[config.mk]
export PLATFORM = sky130hd
export DESIGN_NAME = rice_bit_packer
export DESIGN_NICKNAME = d
export VERILOG_FILES = /design/src/rtl/rice_bit_packer.sv
export SDC_FILE = /design/constraint.sdc
export NUM_CORES = 1
export LEC_CHECK = 0
export ABC_AREA = 1
export BUFFER_PORTS_ARGS = -buffer_cell sky130_fd_sc_hd__buf_2
export CORE_UTILIZATION = 48
export DETAILED_ROUTE_END_ITERATION = 12
export PLACE_DENSITY = 0.66
export SLEW_MARGIN = 20
export SYNTH_ARGS = -nofsm -noshare
export SYNTH_HDL_FRONTEND = slang
export SYNTH_SLANG_ARGS = --single-unit
[constraint.sdc]
create_clock -name iClock -period 14.7 [get_ports iClock]
set_input_delay 2.94 -clock iClock [delete_from_list [all_inputs] [get_ports iClock]]
set_output_delay 2.94 -clock iClock [all_outputs]
set_load 0.1 [all_outputs]
[src/rtl/rice_bit_packer.sv]
// rice_bit_packer: packs variable-length Rice codewords MSB-first into a stream of 16-bit words.
// Optional feature: define RICE_PACKER_BITCOUNT_EN to add oBitCount, the running total of codeword bits.
module rice_bit_packer (
    input  logic        iClock,
    input  logic        iReset,
    input  logic        iValid,
    input  logic [15:0] iLSB,
    input  logic [15:0] iBitsUsed,
    input  logic        iFlush,
    output logic        oReady,
    output logic [15:0] oData,
    output logic        oValid,
    output logic        oFlushDone
`ifdef RICE_PACKER_BITCOUNT_EN
    ,
    output logic [31:0] oBitCount
`endif
);

    typedef enum logic {IDLE, BUSY} state_t;

    state_t      state_q, state_d;
    logic [15:0] lsb_q, lsb_d;
    logic [15:0] remaining_q, remaining_d;
    logic [31:0] buf_q, buf_d;
    logic [3:0]  fill_q, fill_d;
    logic        flush_pending_q, flush_pending_d;
    logic [15:0] data_q, data_d;
    logic        valid_q, valid_d;
    logic        flush_done_q, flush_done_d;
`ifdef RICE_PACKER_BITCOUNT_EN
    logic [31:0] bit_count_q, bit_count_d;
`endif

    logic        busy;
    logic        accept;
    logic [4:0]  w;
    logic [15:0] shamt;
    logic [15:0] shifted;
    logic [15:0] chunk_al;
    logic [31:0] appended;
    logic [4:0]  total;

    assign busy   = (state_q == BUSY);
    assign oReady = !busy || (remaining_q <= 16'd16);
    assign accept = iValid && oReady;

    // Chunk is the top w bits of the remaining field, left-aligned; bits above the
    // stored tail read as the unary zeros.
    always_comb begin
        w = 5'd0;
        if (busy) begin
            w = (remaining_q > 16'd16) ? 5'd16 : remaining_q[4:0];
        end
        shamt    = remaining_q - {11'd0, w};
        shifted  = lsb_q >> shamt;
        chunk_al = shifted << (5'd16 - w);
        appended = buf_q | ({chunk_al, 16'h0000} >> fill_q);
        total    = {1'b0, fill_q} + w;
    end

    // NOTE: every always_comb output gets a default first so no path leaves it unassigned (no latch).
    always_comb begin
        state_d         = state_q;
        lsb_d           = lsb_q;
        remaining_d     = remaining_q;
        buf_d           = buf_q;
        fill_d          = fill_q;
        flush_pending_d = flush_pending_q | iFlush;
        data_d          = data_q;
        valid_d         = 1'b0;
        flush_done_d    = 1'b0;
`ifdef RICE_PACKER_BITCOUNT_EN
        bit_count_d     = bit_count_q;
`endif

        if (busy) begin
            remaining_d = remaining_q - {11'd0, w};
            fill_d      = total[3:0];
            if (total >= 5'd16) begin
                data_d  = appended[31:16];
                valid_d = 1'b1;
                buf_d   = {appended[15:0], 16'h0000};
            end else begin
                buf_d   = appended;
            end
            if (remaining_d == 16'd0) begin
                state_d = IDLE;
            end
`ifdef RICE_PACKER_BITCOUNT_EN
            bit_count_d = bit_count_q + {27'd0, w};
`endif
        end

        if (accept) begin
            lsb_d       = iLSB;
            remaining_d = iBitsUsed;
            state_d     = (iBitsUsed != 16'd0) ? BUSY : IDLE;
        end else if (!busy && flush_pending_q) begin
            // Buffer bits below fill are always zero, so the top half is already padded.
            if (fill_q != 4'd0) begin
                data_d  = buf_q[31:16];
                valid_d = 1'b1;
            end
            buf_d           = 32'd0;
            fill_d          = 4'd0;
            flush_done_d    = 1'b1;
            flush_pending_d = 1'b0;
        end
    end

    // NOTE: sequential state uses non-blocking assignments so all flops update together at the edge.
    always_ff @(posedge iClock) begin
        if (iReset) begin
            state_q         <= IDLE;
            lsb_q           <= 16'd0;
            remaining_q     <= 16'd0;
            buf_q           <= 32'd0;
            fill_q          <= 4'd0;
            flush_pending_q <= 1'b0;
            data_q          <= 16'd0;
            valid_q         <= 1'b0;
            flush_done_q    <= 1'b0;
`ifdef RICE_PACKER_BITCOUNT_EN
            bit_count_q     <= 32'd0;
`endif
        end else begin
            state_q         <= state_d;
            lsb_q           <= lsb_d;
            remaining_q     <= remaining_d;
            buf_q           <= buf_d;
            fill_q          <= fill_d;
            flush_pending_q <= flush_pending_d;
            data_q          <= data_d;
            valid_q         <= valid_d;
            flush_done_q    <= flush_done_d;
`ifdef RICE_PACKER_BITCOUNT_EN
            bit_count_q     <= bit_count_d;
`endif
        end
    end

    assign oData      = data_q;
    assign oValid     = valid_q;
    assign oFlushDone = flush_done_q;
`ifdef RICE_PACKER_BITCOUNT_EN
    assign oBitCount  = bit_count_q;
`endif

endmodule

# After elaboration in Yosys (flattened, before gate mapping)

Index checks and enable logic that the tools add are counted.

Magnitude comparators: 3
Bitwise operators: 2
Shift operators: 3
Add/sub/neg operators: 3
Muxes and demuxes: 28
Divide/modulo/power cells: 0
Equality and inequality tests: 0
Reduce and logical (&&, ||, !) cells: 9
Multiply operators: 0

Operators with widths:

| operator                                             | number |
|---|---|
| 2-to-1 mux 32 bit                                    | 4 |
| 2-to-1 mux 16 bit                                    | 7 |
| bitwise OR 32 bit                                    | 1 |
| right shift 32 x 4 -> 32 bit                         | 1 |
| > comparator 16 x 5 -> 1 bit, second input constant  | 1 |
| <= comparator 16 x 5 -> 1 bit, second input constant | 1 |
| zero test 16 bit                                     | 1 |
| nonzero test 16 bit                                  | 1 |
| left shift 16 x 5 -> 16 bit                          | 1 |
| right shift 16 x 16 -> 16 bit                        | 1 |
| subtractor 16 x 5 -> 16 bit                          | 1 |
| 2-to-1 mux 1 bit                                     | 12 |
| 2-to-1 mux 4 bit                                     | 3 |
| 2-to-1 mux 5 bit                                     | 2 |
| adder 4 x 5 -> 5 bit                                 | 1 |
| >= comparator 5 bit, second input constant           | 1 |
| subtractor 5 bit, first input constant               | 1 |
| nonzero test 4 bit                                   | 1 |
| logical AND 1 bit                                    | 2 |
| nonzero test 2 bit                                   | 1 |
| OR reduction 2 bit                                   | 1 |
| zero test 1 bit                                      | 1 |
| logical OR 1 bit                                     | 1 |
| bitwise OR 1 bit                                     | 1 |

Input port bits: 36
ROM bits: 0
Bits in latches: 0
Register bits after elaboration: 88
Memories: 0
Memory bits (writable): 0
Logic and storage cells: 57

# Depth between registers and ports, before layout

Depth in word-level cells: 13
Depth in mapped cells: 47
Mapped depth without buffers: 46

# Worst setup path after synthesis

OpenSTA, ideal clock, no wires.

Path type: input -> register
Start: in iValid
End: reg data_q[10], in the netlist oData[10]
Data required time: 14643 ps
Cell stages on the path: 9
Slack: 9993 ps
Path buffers: 1
Data arrival time: 4650 ps
Cells stage by stage: nor2_1 -> clkinv_1 -> nor2_1 -> nand2_1 -> nand2_1 -> clkbuf_1 -> o221ai_1 -> o21bai_1 -> inv_1

Word-level cells in the longest chain between the ends: 2

Ends and longest elaborated chain:

| what                 | RTL line | source |
|---|---|---|
| start, declared      | 6        | `input logic iValid,` |
| logical AND 1 bit    | 46       | `assign accept = iValid && oReady;` |
| 2-to-1 mux 16 bit    | 95       | `if (accept) begin` |
| end signal, assigned | 134      | `data_q <= data_d;` |
| end, declared        | 28       | `logic [15:0] data_q, data_d;` |

Every way passes these cells.
A chain may end at the register's enable or synchronous reset.

# Worst setup path after layout

Start: reg remaining_q[8]
End: reg buf_q[29]

Word-level cells in the longest chain between the ends: 12
Elaborated cells between the ends (all ways): 18

Ends and longest elaborated chain:

| what                          | RTL line | source |
|---|---|---|
| start, declared               | 24       | `logic [15:0] remaining_q, remaining_d;` |
| start signal, assigned        | 130      | `remaining_q <= remaining_d;` |
| > comparator 16 x 5 -> 1 bit  | 53       | `w = (remaining_q > 16'd16) ? 5'd16 : remaining_q[4:0];` |
| 2-to-1 mux 5 bit              | 53       |  |
| 2-to-1 mux 5 bit              | 52       | `if (busy) begin` |
| subtractor 16 x 5 -> 16 bit   | 55       | `shamt = remaining_q - {11'd0, w};` |
| right shift 16 x 16 -> 16 bit | 56       | `shifted = lsb_q >> shamt;` |
| left shift 16 x 5 -> 16 bit   | 57       | `chunk_al = shifted << (5'd16 - w);` |
| right shift 32 x 4 -> 32 bit  | 58       | `appended = buf_q \| ({chunk_al, 16'h0000} >> fill_q);` |
| bitwise OR 32 bit             | 58       |  |
| 2-to-1 mux 32 bit             | 80       | `if (total >= 5'd16) begin` |
| 2-to-1 mux 32 bit             | 77       | `if (busy) begin` |
| 2-to-1 mux 32 bit             | 99       | `end else if (!busy && flush_pending_q) begin` |
| 2-to-1 mux 32 bit (*)         | 95       |  |
| end signal, assigned          | 131      | `buf_q <= buf_d;` |
| end, declared                 | 25       | `logic [31:0] buf_q, buf_d;` |

Every way passes the cells marked *; elsewhere a longest branch is shown, timed or not.

==> results.cfg <==
[outcome]
outcome = finished, final reports clean

[sta]
fmax_ghz = 0.1454
layout_setup_ws_ns = 7.823
setup_viol = 0
slew_violations = 0
period_share_pct = 46.78
fin_crit_ns = 6.877
tns_ns = 0
rsz0062_at_grt = false
hold_slack_ns = 0.4347
maxSlewHeadroom_pct = 31.26
clock_skew_ns = 0.007247
hold_violations = 0
tightest_slew_ns = 1.028

[power_and_ir_drop]
power_per_cell_area_nw_per_um2 = 131.6
vdd.ir_drop.worst_mv = 0.09541
finalPower_mw = 1.076
p_leak_nw = 4.036

[clock_tree]
cts_resized = 0
cts.hold.buffers_added = 0
insertion_delay_ns = 0.35
cts_max_path_buffers = 2
clock-sinks = 88
path_clk_slew_ns = 0.06
cts_root_buf = clkbuf_16
cts_tree = yes
cts_setup_buffers = 0
cts_buffers = 9
htree_levels = 3

[floorplanning]
die_area_um2 = 16330
initial_core_util_pct = 49.60
ioPinCount = 55
num_rows = 45
fp.coreArea_um2 = 15310
die_w_um = 127.8
die_h_um = 127.8

[synthesis]
synth_xor_xnor_area_share_pct = 1.268
synthMuxAreaShare_pct = 0.1318
yosysTopAreaCellShare_pct = 23.19
synthTopCellsByArea = dfxtp_1, nand2_1, nand3_1, inv_1, nor2_1
synth_ff_type = dfxtp_1
synth_compound_area_share_pct = 16.80
synth_nets = 1366
ys_ff_latch = 88
ys_warn_count = 0
synth-simple-area-share_pct = 46.91
ys_seq_area_share_pct = 23.19
syn_avg_cell_area_um2 = 5.759
synth_fa_ha_area_share_pct = 2.010
synthDistinctLibCells = 50
synth_async_sr_flop_share_pct = 0
synth_top_family_by_area = simple AND/OR/NAND/NOR gates
synth_top_area_cell = dfxtp_1
syn_inst = 1319
synth_edf_count = 0
synth_area_um2 = 7596

[layout]
regArea_um2 = 1762
layout_common_cells = nand2_1, nand3_1, inv_1
diodes = 0
nNetsFinal = 1369
multi_input_area_um2 = 5106
final_common_cell = nand2_1
n_fill_cell = 1638
drive_above_1_share_pct = 9.344
layout.cells.non_filler = 1538
area_growth_pct = 7.643

[global_routing]
grt_pass1_wl_mm = 38.47
overflow = 0
grt_start_max_net_pins = 42
grt_pass1_vias = 7596
gr-usage-all-layers_pct = 29.23
antenna_found_initial = 0

[critical_path]
worstSetupPathType = reg2reg
crit_fanout = 12
cp-end-kind = flip-flop
rr_worst_depth = 36
crit_path_frequent_cell = nand2_1
cp_slowest_cell = nor2_1
slowest_delay_ns = 0.61
r2r_slack_ns = 7.82
cp-start-kind = flip-flop
critPathRequiredTime_ns = 14.96
cp.arrival_ns = 7.14

[placed_design]
place.port_buffers = 54
hpwl_mm = 17.53
dp_cells = 1522
place.gp.congestion = 0.9664
place_ws_ns = 8.126

[detailed_routing]
first_pass_iters = 5
ant_nets = 0
wire_per_inst_um = 15.22
drt_iter0_drc = 949
drc = 0
vias = 8623
vias_per_cell = 5.607
wirelength_mm = 23.41

[hold_path]
worstHoldPathType = reg2reg
hold_depth = 2

[run]
cap_violations = 0
path summary, 6_finish.rpt:
| path | startpoint | to |
|---|---|---|
| worst max-delay path | remaining_q[8] | buf_q[29] |
| worst min-delay path | buf_q[0] | buf_q[0] |
| worst max register to register | remaining_q[8] | buf_q[29] |
| worst min register to register | buf_q[0] | buf_q[0] |
worst max-delay path, delay by kind of cell, from the launching register on:
| family | cells | cell delay [ns] |
|---|---|---|
| and+or+nand+nor | 28 | 4.47 |
| AOI/OAI and AO/OA | 5 | 1.36 |
| adders and majority gates | 1 | 0.37 |
| DFF | 1 | 0.36 |
| buffers and inverters | 2 | 0.22 |
Yosys cell counts (2+ instances only):
| master | number |
|---|---|
| a211oi_1 | 2 |
| a21oi_1 | 62 |
| a21oi_2 | 3 |
| a22oi_1 | 3 |
| a31oi_1 | 2 |
| and3_1 | 3 |
| buf_1 | 8 |
| buf_2 | 24 |
| buf_4 | 3 |
| clkbuf_1 | 37 |
| clkinv_1 | 8 |
| dfxtp_1 | 88 |
| fa_1 | 2 |
| ha_1 | 9 |
| inv_1 | 97 |
| inv_2 | 5 |
| nand2_1 | 466 |
| nand2_2 | 9 |
| nand3_1 | 155 |
| nand3_2 | 7 |
| nand3b_1 | 4 |
| nand4_1 | 46 |
| nor2_1 | 95 |
| nor2_2 | 8 |
| nor3_1 | 9 |
| nor3_2 | 2 |
| nor4_1 | 6 |
| o211a_1 | 3 |
| o211ai_1 | 22 |
| o21ai_0 | 55 |
| o21ai_1 | 11 |
| o21bai_1 | 19 |
| o221ai_1 | 16 |
| o31ai_1 | 3 |
| or2_2 | 3 |
| xnor2_1 | 3 |
| xor2_1 | 8 |
flip-flops by register name, indices dropped and copies added (netlist names):
name and flops:
buf_q 32, busy 1, fill_q 4, flush_pending_q 1
lsb_q 16, oData 16, oFlushDone 1, oValid 1
remaining_q 16
layer usage:
| layer | vias to the layer above | GRT usage (%) | share of wire (%) |
|---|---|---|---|
| li1 | 4399 | - | - |
| met1 | 3938 | 42.95 | 50 |
| met2 | 255 | 44.53 | 43 |
| met3 | 31 | 3.464 | 5.3 |
| met4 | 0 | 8.581 | 1.7 |
| met5 | - | 0 | 0 |
where the power goes:
part           internal, mW  switching, mW
Combinational         0.156          0.423
Clock                 0.116          0.101
Sequential            0.261         0.0186
Total                 0.533          0.543
cell type report:
class | instances | area share, %
timing repair buffer | 65 | 4.315
clock inverter | 7 | 0.6580
clock buffer | 9 | 2.754
tap | 211 | 3.229
inverter | 110 | 5.050
sequential | 88 | 21.55
multi-input combinational | 1048 | 62.45
kinds of logic (layout without fill, tap and decap cells):
| kind of cell | after synthesis | in the layout |
|---|---|---|
| XOR/XNOR | 11 | 11 |
| AO/OA/AOI/OAI | 208 | 208 |
| flip-flops | 88 | 88 |
| AND/OR/NAND/NOR | 817 | 817 |
| buffers and inverters | 183 | 191 |
| adder cells (fa/ha/maj) | 11 | 11 |
| multiplexers | 1 | 1 |
through the flow:
step	area, um^2	util, %
2_1_floorplan	7596	-
3_3_place_gp	7898	51.57
3_5_place_dp	7898	51.57
6_report	8177	53.39
4_1_cts	8177	53.39
5_1_grt	8177	53.39
No activity file was read; power rests on OpenSTA's default activity.
